--- src/rtl/sched_pkg.sv ---
// Shared types and constants for the ena scheduler.
package sched_pkg;

    // Scheduler FSM states.
    typedef enum logic [2:0] {
        IDLE,
        SELECT,
        FIRE,
        SETTLE,
        DEADLOCK
    } sched_state_e;

    // Interleaving modes; encoding 2'b11 falls back to round-robin.
    localparam logic [1:0] MODE_RR   = 2'b00;
    localparam logic [1:0] MODE_RAND = 2'b01;
    localparam logic [1:0] MODE_PAR  = 2'b10;

    // Right-shifting Galois taps for a maximal-length 16-bit LFSR (x^16+x^14+x^13+x^11+1).
    localparam logic [15:0] LFSR_TAPS_16 = 16'hB400;

endpackage

--- src/rtl/wrap_pick.sv ---
// Wrap-around priority search: first set bit of mask at index >= start, wrapping to 0.
module wrap_pick #(
    parameter int unsigned N = 8
) (
    input  logic [N-1:0]         mask,
    input  logic [$clog2(N)-1:0] start,
    output logic                 found,
    output logic [$clog2(N)-1:0] idx,
    output logic [N-1:0]         onehot
);

    localparam int unsigned IdxW = $clog2(N);
    localparam logic [IdxW:0] NVal = (IdxW+1)'(N);

    logic [N-1:0]    rot;
    logic [IdxW-1:0] off;
    logic [IdxW:0]   sum;

    // Rotate so that bit 'start' lands at bit 0, find the lowest set offset, map it back.
    always_comb begin
        rot   = N'({mask, mask} >> start);
        found = |rot;
        off   = '0;
        for (int k = N - 1; k >= 0; k--) begin
            if (rot[k]) begin
                off = IdxW'(k);
            end
        end
        // start and off are both < N, so a single conditional subtract is enough.
        sum    = {1'b0, start} + {1'b0, off};
        idx    = (sum >= NVal) ? IdxW'(sum - NVal) : sum[IdxW-1:0];
        onehot = found ? (N'(1) << idx) : '0;
    end

endmodule

--- src/rtl/ena_scheduler.sv ---
// Chooses which excited signals of the synchronous circuit model fire each step.
module ena_scheduler
    import sched_pkg::*;
#(
    parameter int unsigned N           = 8,
    parameter int unsigned LFSR_W      = 16,
    parameter logic [LFSR_W-1:0] SEED  = 16'hACE1,
    parameter int unsigned STALL_LIMIT = 4
) (
    input  logic                 clk,
    input  logic                 reset,
    input  logic [1:0]           mode,
    input  logic                 run,
    input  logic                 step_req,
    input  logic [N-1:0]         excited,
    output logic [N-1:0]         ena,
    output logic                 fire_valid,
    output logic [$clog2(N)-1:0] fire_idx,
    output logic                 step_done,
    output logic                 deadlock,
    output logic [31:0]          fire_count
);

    localparam int unsigned IdxW   = $clog2(N);
    localparam int unsigned StallW = $clog2(STALL_LIMIT + 1);

    sched_state_e      state_q, state_d;
    logic [N-1:0]      ena_q, ena_d;
    logic              fire_valid_q, fire_valid_d;
    logic [IdxW-1:0]   fire_idx_q, fire_idx_d;
    logic              step_done_q, step_done_d;
    logic              deadlock_q, deadlock_d;
    logic [31:0]       fire_count_q, fire_count_d;
    logic [IdxW-1:0]   ptr_q, ptr_d;
    logic [LFSR_W-1:0] lfsr_q, lfsr_d;
    logic [StallW-1:0] stall_q, stall_d;
    logic              single_q, single_d;

    logic [IdxW-1:0]   rand_start;
    logic [IdxW-1:0]   pick_start;
    logic              pick_found;
    logic [IdxW-1:0]   pick_idx;
    logic [N-1:0]      pick_onehot;
    logic [LFSR_W-1:0] lfsr_next;

    assign rand_start = IdxW'(lfsr_q % LFSR_W'(N));
    assign lfsr_next  = (lfsr_q >> 1) ^ (lfsr_q[0] ? LFSR_W'(LFSR_TAPS_16) : '0);

    // Search start per mode; max-parallel searches from 0 to report the lowest index.
    always_comb begin
        pick_start = ptr_q;
        case (mode)
            MODE_RAND: pick_start = rand_start;
            MODE_PAR:  pick_start = '0;
            default:   pick_start = ptr_q;
        endcase
    end

    wrap_pick #(
        .N (N)
    ) u_wrap_pick (
        .mask   (excited),
        .start  (pick_start),
        .found  (pick_found),
        .idx    (pick_idx),
        .onehot (pick_onehot)
    );

    // Next-state and registered-output logic for the stepping FSM.
    always_comb begin
        state_d      = state_q;
        ena_d        = '0;
        fire_valid_d = 1'b0;
        fire_idx_d   = '0;
        step_done_d  = 1'b0;
        deadlock_d   = deadlock_q;
        fire_count_d = fire_count_q;
        ptr_d        = ptr_q;
        lfsr_d       = lfsr_q;
        stall_d      = stall_q;
        single_d     = single_q;

        unique case (state_q)
            IDLE: begin
                if (run) begin
                    state_d = SELECT;
                end else if (step_req && !deadlock_q) begin
                    state_d  = SELECT;
                    single_d = 1'b1;
                end
            end
            SELECT: begin
                lfsr_d = lfsr_next;
                if (pick_found) begin
                    state_d      = FIRE;
                    stall_d      = '0;
                    fire_valid_d = 1'b1;
                    fire_idx_d   = pick_idx;
                    ena_d        = (mode == MODE_PAR) ? excited : pick_onehot;
                    if (mode != MODE_RAND && mode != MODE_PAR) begin
                        ptr_d = (pick_idx == IdxW'(N - 1)) ? '0 : pick_idx + 1'b1;
                    end
                end else if (single_q) begin
                    state_d     = IDLE;
                    single_d    = 1'b0;
                    step_done_d = 1'b1;
                end else if (stall_q == StallW'(STALL_LIMIT - 1)) begin
                    state_d    = DEADLOCK;
                    deadlock_d = 1'b1;
                    stall_d    = '0;
                end else begin
                    state_d = SETTLE;
                    stall_d = stall_q + 1'b1;
                end
            end
            FIRE: begin
                state_d = SETTLE;
                if (fire_count_q != 32'hFFFF_FFFF) begin
                    fire_count_d = fire_count_q + 32'd1;
                end
                // step_done is registered, so raise it now to appear during SETTLE.
                step_done_d = single_q;
            end
            SETTLE: begin
                if (single_q) begin
                    state_d  = IDLE;
                    single_d = 1'b0;
                end else if (run) begin
                    state_d = SELECT;
                end else begin
                    state_d = IDLE;
                end
            end
            DEADLOCK: begin
                if (!run) begin
                    state_d = IDLE;
                end
            end
            default: state_d = IDLE;
        endcase
    end

    // State register with synchronous active-low reset.
    always_ff @(posedge clk) begin
        if (!reset) begin
            state_q      <= IDLE;
            ena_q        <= '0;
            fire_valid_q <= 1'b0;
            fire_idx_q   <= '0;
            step_done_q  <= 1'b0;
            deadlock_q   <= 1'b0;
            fire_count_q <= '0;
            ptr_q        <= '0;
            lfsr_q       <= SEED;
            stall_q      <= '0;
            single_q     <= 1'b0;
        end else begin
            state_q      <= state_d;
            ena_q        <= ena_d;
            fire_valid_q <= fire_valid_d;
            fire_idx_q   <= fire_idx_d;
            step_done_q  <= step_done_d;
            deadlock_q   <= deadlock_d;
            fire_count_q <= fire_count_d;
            ptr_q        <= ptr_d;
            lfsr_q       <= lfsr_d;
            stall_q      <= stall_d;
            single_q     <= single_d;
        end
    end

    assign ena        = ena_q;
    assign fire_valid = fire_valid_q;
    assign fire_idx   = fire_idx_q;
    assign step_done  = step_done_q;
    assign deadlock   = deadlock_q;
    assign fire_count = fire_count_q;

endmodule

--- config.mk ---
export PLATFORM = sky130hd
export DESIGN_NAME = ena_scheduler
export DESIGN_NICKNAME = d
export VERILOG_FILES = /design/src/rtl/sched_pkg.sv /design/src/rtl/wrap_pick.sv /design/src/rtl/ena_scheduler.sv
export SDC_FILE = /design/constraint.sdc
export NUM_CORES = 1
export LEC_CHECK = 0
export CAP_MARGIN = 20
export CORE_MARGIN = 5
export CORE_UTILIZATION = 55
export CTS_CLUSTER_SIZE = 14
export DETAILED_ROUTE_END_ITERATION = 10
export PLACE_DENSITY_LB_ADDON = 0.2
export SETUP_SLACK_MARGIN = 0.3
export SLEW_MARGIN = 15
export SYNTH_ARGS = -nofsm -noshare
export SYNTH_HDL_FRONTEND = slang
export SYNTH_HIERARCHICAL = 1
export SYNTH_SLANG_ARGS = --single-unit
export TNS_END_PERCENT = 5
--- constraint.sdc ---
create_clock -name clk -period 8.95 [get_ports clk]
set_input_delay 2.685 -clock clk [delete_from_list [all_inputs] [get_ports clk]]
set_output_delay 2.685 -clock clk [all_outputs]
set_load 0.005 [all_outputs]
# Yosys cells after proc, flatten, opt, wreduce, memory -nomap -nowiden
# Index checks and enable logic that the tools add are counted.
[classes]
n_lt_le_gt_ge = 1
shifts = 2
n_addsub = 5
n_reduce_logical = 14
bitwise = 3
n_eq_ne = 17
mux = 33
[ops]
columns = ["op", "count"]
rows = [
  ["$mux 3", 19],
  ["$add 32x1->32 const B", 1],
  ["$ne 32x32->1 const B", 1],
  ["$mux 16", 1],
  ["$shr 16x3->8", 1],
  ["$xor 15x16->16", 1],
  ["$pmux 3 s5", 1],
  ["$ne 2x2->1 const B", 5],
  ["$eq 3x2->1 const B", 3],
  ["$mux 1", 8],
  ["$mux 8", 1],
  ["$reduce_and 2->1", 4],
  ["$reduce_and 4->1", 2],
  ["$reduce_or 8->1", 1],
  ["$shl 1x3->8 const A", 1],
  ["$add 3x1->3 const B", 2],
  ["$eq 3x3->1 const B", 2],
  ["$pmux 3 s2", 1],
  ["$reduce_and 3->1", 2],
  ["$add 3x3->4", 1],
  ["$ge 4x4->1 const B", 1],
  ["$ne 2x1->1 const B", 2],
  ["$eq 3x1->1 const B", 1],
  ["$logic_not 3->1", 1],
  ["10 further kinds", 12],
]
[word_totals]
elab_cells = 86
regBits = 72

# Depth between registers and ports, before layout
[depth]
depth_word = 16
ltp_mapped = 19

# Hierarchy
# Netlist, hierarchy kept.
[modules_own_cells]
columns = ["mod", "cells_per_inst", "instances", "seq_area_each_um2", "area_each_um2"]
rows = [
  ["ena_scheduler", 376, 1, 1441.4, 3186.8],
  ["wrap_pick", 107, 1, 0.0, 864.6],
]

# Worst setup path after synthesis
# OpenSTA, ideal clock, no wires.
[synth_path]
path_kind = "input -> register"
from = "input port mode[0]"
to = "register ptr_q[0]"
stages = 17
setup_ps = 71
setup_slack_ps = 2547
arrival_ps = 6332
n_path_buf = 2
cell_sequence = "inv_1 > ha_1 > o21ai_0 > buf_2 > buf_2 > mux4_1 > a21oi_1 > nor3_1 > o31ai_1 > ha_1 > inv_1 > fa_1 > inv_1 > ha_1 > ha_1 > or3_1 > a21oi_1"
[synth_between]
elab_chain_len = 16
word_cells_on_any_way = 24
[synth_rtl]
columns = ["item", "line", "text"]
rows = [
  ["start, declared", "ena_scheduler.sv:12", "input logic [1:0] mode,"],
  ["$eq 2x2->1 or $eq 2x1->1 (tied branches)", "ena_scheduler.sv:52", "case (mode)"],
  ["$pmux 3 s2 (*)", "ena_scheduler.sv:52", ""],
  ["named net pick_start[1]", "ena_scheduler.sv:40", "logic [IdxW-1:0] pick_start;"],
  ["$shr 16x3->8", "wrap_pick.sv:21", "rot = N'({mask, mask} >> start);"],
  ["$mux 3 (8 in a row)", "wrap_pick.sv:25", "if (rot[k]) begin"],
  ["$add 3x3->4 (*)", "wrap_pick.sv:30", "sum = {1'b0, start} + {1'b0, off};"],
  ["$ge 4x4->1 or $sub 3x1->3 (tied branches)", "wrap_pick.sv:31", "idx = (sum >= NVal) ? IdxW'(sum - NVal) : sum[IdxW-1:0];"],
  ["$mux 3 (*)", "wrap_pick.sv:31", ""],
  ["named net pick_idx[1]", "ena_scheduler.sv:42", "logic [IdxW-1:0] pick_idx;"],
  ["$eq 3x3->1 (*)", "ena_scheduler.sv:101", "ptr_d = (pick_idx == IdxW'(N - 1)) ? '0 : pick_idx + 1'b1;"],
  ["$mux 3 (*)", "ena_scheduler.sv:101", ""],
  ["end signal, assigned", "ena_scheduler.sv:165", "ptr_q <= ptr_d;"],
  ["end, declared", "ena_scheduler.sv:34", "logic [IdxW-1:0] ptr_q, ptr_d;"],
]
# Mark *: on every way through the listed nets, which the timed path passes. The rest lies on a longest branch.
# A chain may end at the register's enable or synchronous reset.

# Final worst setup path
# Same ends and word-level chain as after synthesis.

==> impl_metrics.env <==
export IMPL_diodes=0
export IMPL_hold_buffers=0
export IMPL_relSlewSlack=0.426
export IMPL_post_cts_resized=0
export IMPL_cpLargestDelayFamily="adder cells"
export IMPL_wire_per_inst_um=14.7
export IMPL_fin_util=0.676
export IMPL_cp_end_kind="register"
export IMPL_grt_pass1_vias=3532
export IMPL_clockBufferDepth=2
export IMPL_crit_type="in2reg"
export IMPL_drt_total_wl_um=9360
export IMPL_finalCritPeriodShare=0.799
export IMPL_finalHoldViolCount=0
export IMPL_drc=0
export IMPL_crit_fanout=17
export IMPL_syn_area_per_cell_um2=8.39
export IMPL_yosys_warnings=6
export IMPL_grt_max_degree=31
export IMPL_dpl_cell_area_mm2=0.00470
export IMPL_cap_violations=0
export IMPL_arrival_ns=7.42
export IMPL_final_nets=556
export IMPL_synth_top_area_share=0.356
export IMPL_path_buf_inv=5
export IMPL_syn2layout_area_growth_pct=20.4
export IMPL_syn_inst=483
export IMPL_dp_hpwl_um=6720
export IMPL_synthXorXnorAreaFrac=0.0281
export IMPL_htree_levels=3
export IMPL_synth_top_family_by_area="simple AND/OR/NAND/NOR gates"
export IMPL_core_area_mm2=0.00721
export IMPL_setup_violations=0
export IMPL_fmax_ghz=0.140
export IMPL_num_vias=3753
export IMPL_power_leakage_nw=1.73
export IMPL_synthTopCellsByArea="dfxtp_1 (36%), mux2i_1 (7.4%), nand2_1 (5.8%)"
export IMPL_synth_commonest_cells="dfxtp_1 (72), nand2_1 (63), nor2_1 (41), mux2i_1 (30), a21oi_1 (28)"
export IMPL_synth_simple_area_share=0.284
export IMPL_cts_tree="done"
export IMPL_clock_latency_ns=0.35
export IMPL_async_reset_ff_frac=0
export IMPL_slew_violations=0
export IMPL_design_area_mm2=0.00488
export IMPL_fin_skew_ns=0.00893
export IMPL_critPathSlowestCell="o21ai_2"
export IMPL_required_ns=9.22
export IMPL_grt_setup_unrepaired="no"
export IMPL_avgViaCountPerCell=5.88
export IMPL_nFillCells=613
export IMPL_grt_usage=0.214
export IMPL_synth_compound_area_frac=0.142
export IMPL_worstMarginPinSlew_ns=0.854
export IMPL_place_congestion=0.841
export IMPL_mappedNetlistArea_mm2=0.00405
export IMPL_antenna_found_initial=0
export IMPL_start_util=0.562
export IMPL_cts_made_buffers=9
export IMPL_synth_edff_count=0
export IMPL_synth_cell_types=69
export IMPL_synthMuxAreaShare=0.114
export IMPL_clkSlewWorstSetupHoldPaths_ns=0.08
export IMPL_syn_num_nets=505
export IMPL_hold_ws_ns=0.455
export IMPL_yosys_cell_count_top_type="dfxtp_1"
export IMPL_critPathLaunchType="input pin"
export IMPL_die_w_um=95.8
export IMPL_die_area_mm2=0.00918
export IMPL_die_h_um=95.8
export IMPL_setup_ws_ns=1.80
export IMPL_cts_sinks=72
export IMPL_grt_pass1_wl_um=15700
export IMPL_path_cells="clkdlybuf4s50_1 -> inv_1 -> ha_1 -> o21ai_2 -> buf_4 -> mux2i_1 -> mux2i_1 -> o21ai_0 -> o21ai_0 -> o31ai_1 -> ha_1 -> inv_1 -> fa_1 -> inv_1 -> ha_1 -> ha_1 -> or3_1 -> a21oi_1"
export IMPL_drtIter0Drc=167
export IMPL_ant_nets=0
export IMPL_io_pins=60
export IMPL_drive_gt1_frac=0.0909
export IMPL_postCtsSetupBuffers=0
export IMPL_vdd_drop_max_uv=113
export IMPL_yosysTopAreaCell="dfxtp_1"
export IMPL_p_per_area_mw_per_mm2=143
export IMPL_synthAdderAreaFrac=0.0293
export IMPL_path_common_cell="ha_1"
export IMPL_hp_class="reg2reg"
export IMPL_root_buffer="clkbuf_8"
export IMPL_dpl_worst_slack_ns=1.51
export IMPL_synth_ff_latch_count=72
export IMPL_yosys_most_used_dff="dfxtp_1"
export IMPL_io_buffer_count=59
export IMPL_fp_row_count=31
export IMPL_overflow=0
export IMPL_fin_setup_tns_ns=0
export IMPL_drtPass1Iterations=4
export IMPL_run_status="finished clean"
export IMPL_finalCriticalPeriod_ns=7.15
export IMPL_ys_seq_area_frac=0.356
export IMPL_slowest_delay_ns=0.65
==> worst reg2reg max path: cells and delay by family (launching register included) <==
| family | cells | cell delay, ns |
|---|---|---|
| compound gates | 5 | 1.34 |
| fa+ha+maj | 4 | 1.17 |
| buf+inv | 3 | 0.51 |
| simple gates | 2 | 0.43 |
| mux | 2 | 0.41 |
| flops | 1 | 0.36 |
==> kinds of logic after synthesis <==
group | after synthesis
XOR/XNOR | 13
AO/OA/AOI/OAI | 87
buffers and inverters | 44
AND/OR/NAND/NOR | 220
flip-flops | 72
multiplexers | 38
adder cells (fa/ha/maj) | 9
==> stage by stage <==
step	instances	power (mW)
after floorplan	483	0.436
after global placement	622	0.467
after detailed placement	622	0.470
after CTS	638	0.703
after global routing	638	0.735
final	638	0.697
==> metal layers <==
layer	up-vias	global-route usage	wire length [um]
met5	-	0	0
met4	0	0.0948	215
met3	23	0.0399	515
met2	103	0.355	4440
met1	1779	0.269	4190
li1	1848	-	-
==> sequential cells by signal, indices dropped and copies added (netlist names) <==
signal,flops
fire_idx,3
single_q,1
ptr_q,3
fire_valid,1
lfsr_q,16
stall_q,3
state_q,3
fire_count,32
ena,8
deadlock,1
step_done,1
==> worst paths after layout <==
path | end | cells past startpoint | start | slack [ns]
worst max-delay path | ptr_q[0] | 18 | mode[0] | 1.80
worst min-delay path | lfsr_q[2] | 2 | lfsr_q[3] | 0.45
worst max register to register | ptr_q[0] | 16 | lfsr_q[1] | 4.66
worst min register to register | lfsr_q[2] | 2 | lfsr_q[3] | 0.45
==> report_power, final <==
group | internal (mW) | switching [mW]
Combinational | 0.0538 | 0.0681
Clock | 0.103 | 0.130
Sequential | 0.332 | 0.00867
Total | 0.490 | 0.207
==> final cells by class <==
class / count / area, um^2 / area share
Inverter: 18 / 67.6 / 0.0139
Multi-Input combinational cell: 367 / 2420 / 0.497
Clock inverter: 7 / 53.8 / 0.0110
Sequential cell: 72 / 1440 / 0.296
Clock buffer: 9 / 124 / 0.0254
Tap cell: 99 / 124 / 0.0254
Timing Repair Buffer: 66 / 643 / 0.132
==> placed cells by master (no fill, tap or decap), drive strengths merged, types with 11 or more instances in the layout <==
cell type	count
dfxtp	72
nand4	11
nand3	22
inv	21
nand2	63
or3	13
mux2i	32
nand2b	13
clkdlybuf4s50	59
nor3	13
o21ai	20
a21oi	29
xnor2	11
nor2	41
Note: power is estimated with default switching activity, not from simulation.
